[src/rtl/imem_uart_loader_if.sv]
// Instruction-memory write port driven by the UART boot loader.
interface imem_uart_loader_if #(
  parameter int unsigned ADDR_W = 8
);
  logic              imem_we;
  logic [ADDR_W-1:0] imem_addr;
  logic [31:0]       imem_wdata;

  modport master (output imem_we, output imem_addr, output imem_wdata);
  modport slave  (input  imem_we, input  imem_addr, input  imem_wdata);
endinterface

[src/rtl/imem_uart_loader.sv]
// Boot-time loader: receives a length-prefixed 8N1 UART image, writes it word by word
// into imem and holds the core in reset until the image is complete.
module imem_uart_loader #(
  parameter int unsigned CLKS_PER_BIT = 868,
  parameter int unsigned ADDR_W       = 8
) (
  input  logic                clk,
  input  logic                reset,
  input  logic                uart_rx,
  imem_uart_loader_if.master  imem,
  output logic                cpu_hold,
  output logic                load_done,
  output logic                load_err
);

  localparam int unsigned HALF     = CLKS_PER_BIT / 2;
  localparam int unsigned CW       = $clog2(CLKS_PER_BIT);
  localparam logic [16:0] CAPACITY = 17'(2 ** ADDR_W);

  typedef enum logic [1:0] {RX_IDLE, RX_START, RX_DATA, RX_STOP} rx_state_t;
  typedef enum logic [2:0] {LD_LEN_LO, LD_LEN_HI, LD_WORD, LD_WRITE, LD_DONE, LD_ERR} ld_state_t;

  logic rx_s1, rx_s2, rx_prev;

  rx_state_t rx_state;
  logic [CW-1:0] baud_cnt;
  logic [2:0]    bit_cnt;
  logic [7:0]    rx_byte;
  logic          byte_valid;
  logic          frame_err;

  ld_state_t         ld_state;
  logic [7:0]        len_lo;
  logic [15:0]       remaining;
  logic [1:0]        byte_idx;
  logic [23:0]       word_sr;
  logic              we_q;
  logic [ADDR_W-1:0] addr_q;
  logic [31:0]       wdata_q;

  assign imem.imem_we    = we_q;
  assign imem.imem_addr  = addr_q;
  assign imem.imem_wdata = wdata_q;

  // rx_prev gives the falling-edge detector a registered copy of the synchronized line
  always_ff @(posedge clk or posedge reset) begin
    if (reset) begin
      rx_s1   <= 1'b1;
      rx_s2   <= 1'b1;
      rx_prev <= 1'b1;
    end else begin
      rx_s1   <= uart_rx;
      rx_s2   <= rx_s1;
      rx_prev <= rx_s2;
    end
  end

  always_ff @(posedge clk or posedge reset) begin
    if (reset) begin
      rx_state   <= RX_IDLE;
      baud_cnt   <= '0;
      bit_cnt    <= '0;
      rx_byte    <= '0;
      byte_valid <= 1'b0;
      frame_err  <= 1'b0;
    end else begin
      byte_valid <= 1'b0;
      frame_err  <= 1'b0;
      case (rx_state)
        RX_IDLE: begin
          if (rx_prev && !rx_s2) begin
            rx_state <= RX_START;
            baud_cnt <= '0;
          end
        end
        RX_START: begin
          if (baud_cnt == CW'(HALF - 1)) begin
            baud_cnt <= '0;
            bit_cnt  <= '0;
            rx_state <= rx_s2 ? RX_IDLE : RX_DATA;
          end else begin
            baud_cnt <= baud_cnt + CW'(1);
          end
        end
        RX_DATA: begin
          if (baud_cnt == CW'(CLKS_PER_BIT - 1)) begin
            baud_cnt <= '0;
            rx_byte  <= {rx_s2, rx_byte[7:1]};
            bit_cnt  <= bit_cnt + 3'd1;
            if (bit_cnt == 3'd7) rx_state <= RX_STOP;
          end else begin
            baud_cnt <= baud_cnt + CW'(1);
          end
        end
        RX_STOP: begin
          if (baud_cnt == CW'(CLKS_PER_BIT - 1)) begin
            baud_cnt <= '0;
            if (rx_s2) byte_valid <= 1'b1;
            else       frame_err  <= 1'b1;
            rx_state <= RX_IDLE;
          end else begin
            baud_cnt <= baud_cnt + CW'(1);
          end
        end
        default: rx_state <= RX_IDLE;
      endcase
    end
  end

  always_ff @(posedge clk or posedge reset) begin
    if (reset) begin
      ld_state  <= LD_LEN_LO;
      len_lo    <= '0;
      remaining <= '0;
      byte_idx  <= '0;
      word_sr   <= '0;
      we_q      <= 1'b0;
      addr_q    <= '0;
      wdata_q   <= '0;
      cpu_hold  <= 1'b1;
      load_done <= 1'b0;
      load_err  <= 1'b0;
    end else begin
      we_q <= 1'b0;
      if (frame_err && ld_state != LD_DONE && ld_state != LD_ERR) begin
        ld_state <= LD_ERR;
        load_err <= 1'b1;
      end else begin
        case (ld_state)
          LD_LEN_LO: begin
            if (byte_valid) begin
              len_lo   <= rx_byte;
              ld_state <= LD_LEN_HI;
            end
          end
          LD_LEN_HI: begin
            if (byte_valid) begin
              remaining <= {rx_byte, len_lo};
              byte_idx  <= '0;
              if ({rx_byte, len_lo} == 16'd0) begin
                ld_state  <= LD_DONE;
                load_done <= 1'b1;
                cpu_hold  <= 1'b0;
              end else if ({1'b0, rx_byte, len_lo} > CAPACITY) begin
                ld_state <= LD_ERR;
                load_err <= 1'b1;
              end else begin
                ld_state <= LD_WORD;
              end
            end
          end
          LD_WORD: begin
            if (byte_valid) begin
              byte_idx <= byte_idx + 2'd1;
              if (byte_idx == 2'd3) begin
                wdata_q  <= {rx_byte, word_sr};
                we_q     <= 1'b1;
                ld_state <= LD_WRITE;
              end else begin
                word_sr <= {rx_byte, word_sr[23:8]};
              end
            end
          end
          // Address is left on the final word so it never wraps at full capacity
          LD_WRITE: begin
            remaining <= remaining - 16'd1;
            if (remaining == 16'd1) begin
              ld_state  <= LD_DONE;
              load_done <= 1'b1;
              cpu_hold  <= 1'b0;
            end else begin
              addr_q   <= addr_q + ADDR_W'(1);
              ld_state <= LD_WORD;
            end
          end
          LD_DONE, LD_ERR: ;
          default: ld_state <= LD_ERR;
        endcase
      end
    end
  end

endmodule

[src/flat_wrapper.sv]
// flat-port wrapper written by rule: the top's interface ports become plain ports
module imem_uart_loader_flat 
#(
  parameter int unsigned CLKS_PER_BIT = 868,
  parameter int unsigned ADDR_W       = 8
)
  (clk, reset, uart_rx, cpu_hold, load_done, load_err, imem_imem_we, imem_imem_addr, imem_imem_wdata);
  imem_uart_loader_if #(.ADDR_W(ADDR_W)) imem_i ();
  input  logic clk;
  input  logic reset;
  input  logic uart_rx;
  output logic cpu_hold;
  output logic load_done;
  output logic load_err;
  output wire logic [$bits(imem_i.imem_we)-1:0] imem_imem_we;
  output wire logic [$bits(imem_i.imem_addr)-1:0] imem_imem_addr;
  output wire logic [$bits(imem_i.imem_wdata)-1:0] imem_imem_wdata;
  assign imem_imem_we = imem_i.imem_we;
  assign imem_imem_addr = imem_i.imem_addr;
  assign imem_imem_wdata = imem_i.imem_wdata;
  imem_uart_loader #(.CLKS_PER_BIT(CLKS_PER_BIT), .ADDR_W(ADDR_W)) u_core (.clk(clk), .reset(reset), .uart_rx(uart_rx), .imem(imem_i), .cpu_hold(cpu_hold), .load_done(load_done), .load_err(load_err));
endmodule
[config.mk]
export PLATFORM = sky130hd
export DESIGN_NAME = imem_uart_loader_flat
export DESIGN_NICKNAME = d
export VERILOG_FILES = /design/src/rtl/imem_uart_loader_if.sv /design/src/rtl/imem_uart_loader.sv /design/src/flat_wrapper.sv
export SDC_FILE = /design/constraint.sdc
export NUM_CORES = 1
export LEC_CHECK = 0
export ABC_AREA = 1
export ABC_CLOCK_PERIOD_IN_PS = 3800
export BUFFER_PORTS_ARGS = -buffer_cell sky130_fd_sc_hd__buf_2
export CAP_MARGIN = 20
export CORE_UTILIZATION = 30
export CTS_CLUSTER_DIAMETER = 30
export DETAILED_ROUTE_END_ITERATION = 10
export GPL_TIMING_DRIVEN = 0
export PLACE_DENSITY = 0.52
export SYNTH_ARGS = -nofsm -noshare
export SYNTH_HDL_FRONTEND = slang
export SYNTH_SLANG_ARGS = --single-unit
[constraint.sdc]
create_clock -name clk -period 3.8 [get_ports clk]
set_input_delay 0.38 -clock clk [delete_from_list [all_inputs] [get_ports clk]]
set_output_delay 0.38 -clock clk [all_outputs]
set_load 0.02 [all_outputs]
======== After elaboration in Yosys (flattened, before gate mapping) ========
Index checks and enable logic that the tools add are counted.
word-level totals
  register bits after elaboration ......... 125
  latch bits .............................. 0
  output and inout port bits .............. 44
  bits in writable memories ............... 0
  memories kept ........................... 0
  memory bits (read-only) ................. 0
  logic and storage cells ................. 137
operators by class
  add/subtract/negate cells ............... 5
  div/mod/pow operators ................... 0
  muxes and demuxes ....................... 51
  $mul .................................... 0
  shift-type cells ........................ 0
  reductions and logical operators ........ 27
  bitwise gates (word level) .............. 3
  equal/unequal tests ..................... 30
  magnitude comparators ................... 1
operator list
  operator                 count
  $pmux W16 S2             1
  $mux W10                 3
  $mux W3                  10
  $pmux W10 S3             1
  $ne A2 B1 Y1 const B     11
  $mux W1                  21
  $eq A16 B1 Y1 const B    1
  $gt A16 B9 Y1 const B    1
  $logic_not A16 Y1        1
  $mux W16                 1
  $mux W2                  8
  $reduce_and A4 Y1        4
  $sub A16 B1 Y16 const B  1
  $pmux W3 S5              1
  $reduce_and A5 Y1        3
  $ne A3 B1 Y1 const B     4
  $reduce_and A3 Y1        4
  $reduce_bool A2 Y1       6
  $add A10 B1 Y10 const B  1
  $eq A10 B10 Y1 const B   1
  $eq A10 B9 Y1 const B    1
  $eq A3 B3 Y1 const B     3
  $add A8 B1 Y8 const B    1
  $pmux W2 S4              1
  17 further kinds         27

======== Longest topological paths before layout ========
  word-level depth ........................ 6
  mapped depth ............................ 11
  depth with buffers taken out ............ 11

======== Least setup slack after synthesis ========
No wires, ideal clock.
  path type ............................... register to register
  start point ............................. reg u_core.baud_cnt[0]
  end point ............................... reg u_core.rx_byte[0]
  setup time .............................. 0.131 ns
  cell stages (with the launch flop) ...... 8
  buffers on the path ..................... 1
  clock period less this slack ............ 1.636 ns
  data required time ...................... 3.669 ns
  arrival time ............................ 1.505 ns
  setup slack ............................. 2.164 ns
  cells stage by stage .................... dfrtp_1 > ha_1 > nand3_1 > nor2_1 > nand2_1 > nor2_1 > clkbuf_1 > o21ai_0
between the ends
  longest elaborated chain between the ends .. 2
RTL lines
  what                         line                     source
  from (decl)                  imem_uart_loader.sv:26   logic [CW-1:0] baud_cnt;
  from (signal assigned)       imem_uart_loader.sv:82   baud_cnt <= baud_cnt + CW'(1);
  from (signal assigned)       imem_uart_loader.sv:92   baud_cnt <= baud_cnt + CW'(1);
  from (signal assigned)       imem_uart_loader.sv:102  baud_cnt <= baud_cnt + CW'(1);
  $eq A10 B10 Y1               imem_uart_loader.sv:86   if (baud_cnt == CW'(CLKS_PER_BIT - 1)) begin
  $reduce_and A2 Y1 (no line)  n/a
  to (signal assigned)         imem_uart_loader.sv:88   rx_byte <= {rx_s2, rx_byte[7:1]};
  to (decl)                    imem_uart_loader.sv:28   logic [7:0] rx_byte;
Every way passes these cells.
A chain may end at the register's enable or synchronous reset.

======== Worst setup path after layout ========
  start point ............................. reg u_core.baud_cnt[0]
  end point ............................... reg u_core.rx_byte[4]
The elaborated chain is that of the path after synthesis.

==> impl_metrics.tcl <==
set metrics [dict create \
    outcome "finished, final reports clean" \
    netlist_area_mm2 0.00596 \
    finalHoldViolations 0 \
    root_buffer "clkbuf_16" \
    leakagePower_nw 3.47 \
    dieArea_mm2 0.0204 \
    fin_util 0.367 \
    nNetsFinal 804 \
    clkLatencyLatePin_ps 430 \
    worst_hold_slack_ps 55.7 \
    cts_tree "built" \
    report.final.slew_viol_count 0 \
    period_minus_slack_ps 2050 \
    synth_nets 737 \
    whs_endpoint "u_core.rx_s1" \
    die_x_um 143 \
    place_hpwl_mm 9.69 \
    synth_cell_types 27 \
    rows 51 \
    fin_worst_skew_ps 9.28 \
    avgSynthCellArea_um2 8.25 \
    core_area_mm2 0.0195 \
    hold_class "primary input to register" \
    maxCapViolCount 0 \
    max-slew-margin-rel 0.599 \
    cts_buffers 17 \
    place_ws_ps 1720 \
    postRouteAntennaNets 0 \
    grt_usage 0.148 \
    cp_data_required_time_ps 4090 \
    drc 0 \
    cpPeakStageDelay_ps 440 \
    final_common_cell "nand2_1" \
    r2r_end "u_core.rx_byte[4]" \
    p_per_area_mw_per_mm2 450 \
    die_h_um 143 \
    ff2ff_path_depth 7 \
    synth_edf_count 0 \
    synth.area.top_cells "dfrtp_1 (51%), nand2_1 (14%), o21ai_0 (5.8%), inv_1 (4.9%), nor2_1 (3.7%)" \
    setup_viol 0 \
    yosysTopAreaCell "dfrtp_1" \
    yosysSeqAreaShare 0.526 \
    grt_antenna_before_repair 0 \
    crit_path_max_fanout 10 \
    irDropWorstVdd_v 0.000320 \
    placed_cell_area_mm2 0.00655 \
    htree_num_levels 4 \
    grt_max_degree 96 \
    cts_hold_buf 1 \
    synthCells 722 \
    layout_common_cells "nand2_1 (215), dfrtp_1 (121), inv_1 (76)" \
    cts_setup_buffers 0 \
    post_cts_resized 0 \
    drt_iter0_drc 212 \
    critPathMostFrequentCell "nor2_1" \
    area_delta_synth_final_pct 20.0 \
    arrival_ps 2340 \
    grt_pass1_wl_mm 23.2 \
    fmax_mhz 488 \
    critPathCaptureType "register" \
    port-buffer-count 46 \
    first_pass_iters 4 \
    synth_ff_type "dfrtp_1" \
    critPathLaunchType "register" \
    path_class "register to register" \
    cts.sinks 125 \
    reg2reg_slack_ps 1750 \
    ys_ff_latch 125 \
    cp_slowest_cell "dfrtp_1" \
    worstMarginPinSlew_ps 599 \
    viasPerCell 4.47 \
    routed_wl_mm 14.0 \
    num-fill-cells 2008 \
    finalWorstSetupSlack_ps 1750 \
    hold_start "uart_rx" \
    grt_pass1_vias 4515 \
    synth_warnings 0 \
    synth.top_cell.area_share 0.508 \
    grt_overflow 0 \
    layout-drive-gt1-share 0.155 \
    io_pins 47 \
    finalInstanceArea_mm2 0.00715 \
    timing.setup.tns_ps 0 \
    synth_async_sr_flop_share 1.00 \
    cts.path.max_buffers 2 \
    rsz0062_at_grt "no" \
    vias 4771 \
    cp_cell_sequence "ha_1, nand3_1, nor2_1, nand2_1, nor2_1, clkbuf_1, o21ai_0" \
    place.gp.congestion 0.828 \
    timing.rr.start "u_core.baud_cnt[0]" \
    antenna_cells 0 \
    initial_core_util 0.306 \
    clk_pin_slew_ps 60 \
    period_share 0.539 \
    routedWlPerCell_um 13.1 \
    whs_path_depth 1 \
]
-- flip-flops by register name, summed over array words and instances, names as in the netlist, 3 cells and up, named ones only --
name                    count
u_core.remaining           16
u_core.bit_cnt              3
u_core.baud_cnt            10
u_core.imem.imem_addr       8
u_core.imem.imem_wdata     32
u_core.rx_byte              8
u_core.ld_state             3
u_core.word_sr             24
u_core.len_lo               8
-- Yosys cell counts (4+ instances only) --
| cell | instances |
|---|---|
| a21oi_1 | 16 |
| buf_2 | 7 |
| buf_6 | 7 |
| clkbuf_1 | 6 |
| dfrtp_1 | 121 |
| dfstp_2 | 4 |
| ha_1 | 12 |
| inv_1 | 77 |
| inv_2 | 6 |
| nand2_1 | 215 |
| nand3_1 | 40 |
| nand4_1 | 8 |
| nor2_1 | 58 |
| nor3_1 | 8 |
| o21ai_0 | 69 |
| o21ai_1 | 28 |
| o21ai_2 | 14 |
| xor2_1 | 12 |
-- critical path, delay by kind of cell (launching register included) --
family          cells  cell delay (ps)
simple gates        4              730
compound gates      1              140
fa+ha+maj           1              240
buf+inv             1              360
flops               1              440
-- worst max path at each step --
stage                                            end  cells after the start                from
after floorplan           asynchronous set/reset pin                      1               reset
after global placement      u_core.imem.imem_addr[3]                      2               reset
after detailed placement           u_core.rx_byte[5]                      7  u_core.baud_cnt[0]
after CTS                          u_core.rx_byte[4]                      7  u_core.baud_cnt[0]
after global routing               u_core.rx_byte[4]                      7  u_core.baud_cnt[0]
final                              u_core.rx_byte[4]                      7  u_core.baud_cnt[0]
-- cell families after synthesis --
| logic type | share of synthesized area |
|---|---|
| AND/OR/NAND/NOR | 0.233 |
| adder cells (fa/ha/maj) | 0.0252 |
| AO/OA/AOI/OAI | 0.120 |
| XOR/XNOR | 0.0206 |
| flip-flops | 0.526 |
| buffers and inverters | 0.0752 |
-- where the power goes --
part / switching [mW] / internal, mW
combinational: 0.157 / 0.0671
sequential: 0.0287 / 1.36
clock: 0.666 / 0.939
-- per-stage QoR --
step,instances,power (mW)
5_1_grt,1067,3.37
3_5_place_dp,1034,1.64
4_1_cts,1067,3.26
3_3_place_gp,1033,1.64
2_1_floorplan,722,1.58
6_report,1067,3.22
-- cell type report --
type,instances,area (µm²),area share
multi-input cells,494,2380,0.333
clock inverters,14,145,0.0203
repair buffers,48,268,0.0375
well taps,265,332,0.0464
clock buffers,18,439,0.0615
inverters,83,317,0.0443
plain buffers,20,136,0.0191
flip-flops and latches,125,3130,0.438
-- per-layer routing --
metal,up-vias,share of wire,global-route usage
li1,2449,-,-
met5,-,0,0
met4,0,0.013,0.0532
met3,16,0.032,0.0419
met1,2233,0.48,0.192
met2,73,0.48,0.235
Note: power is estimated with default switching activity, not from simulation.
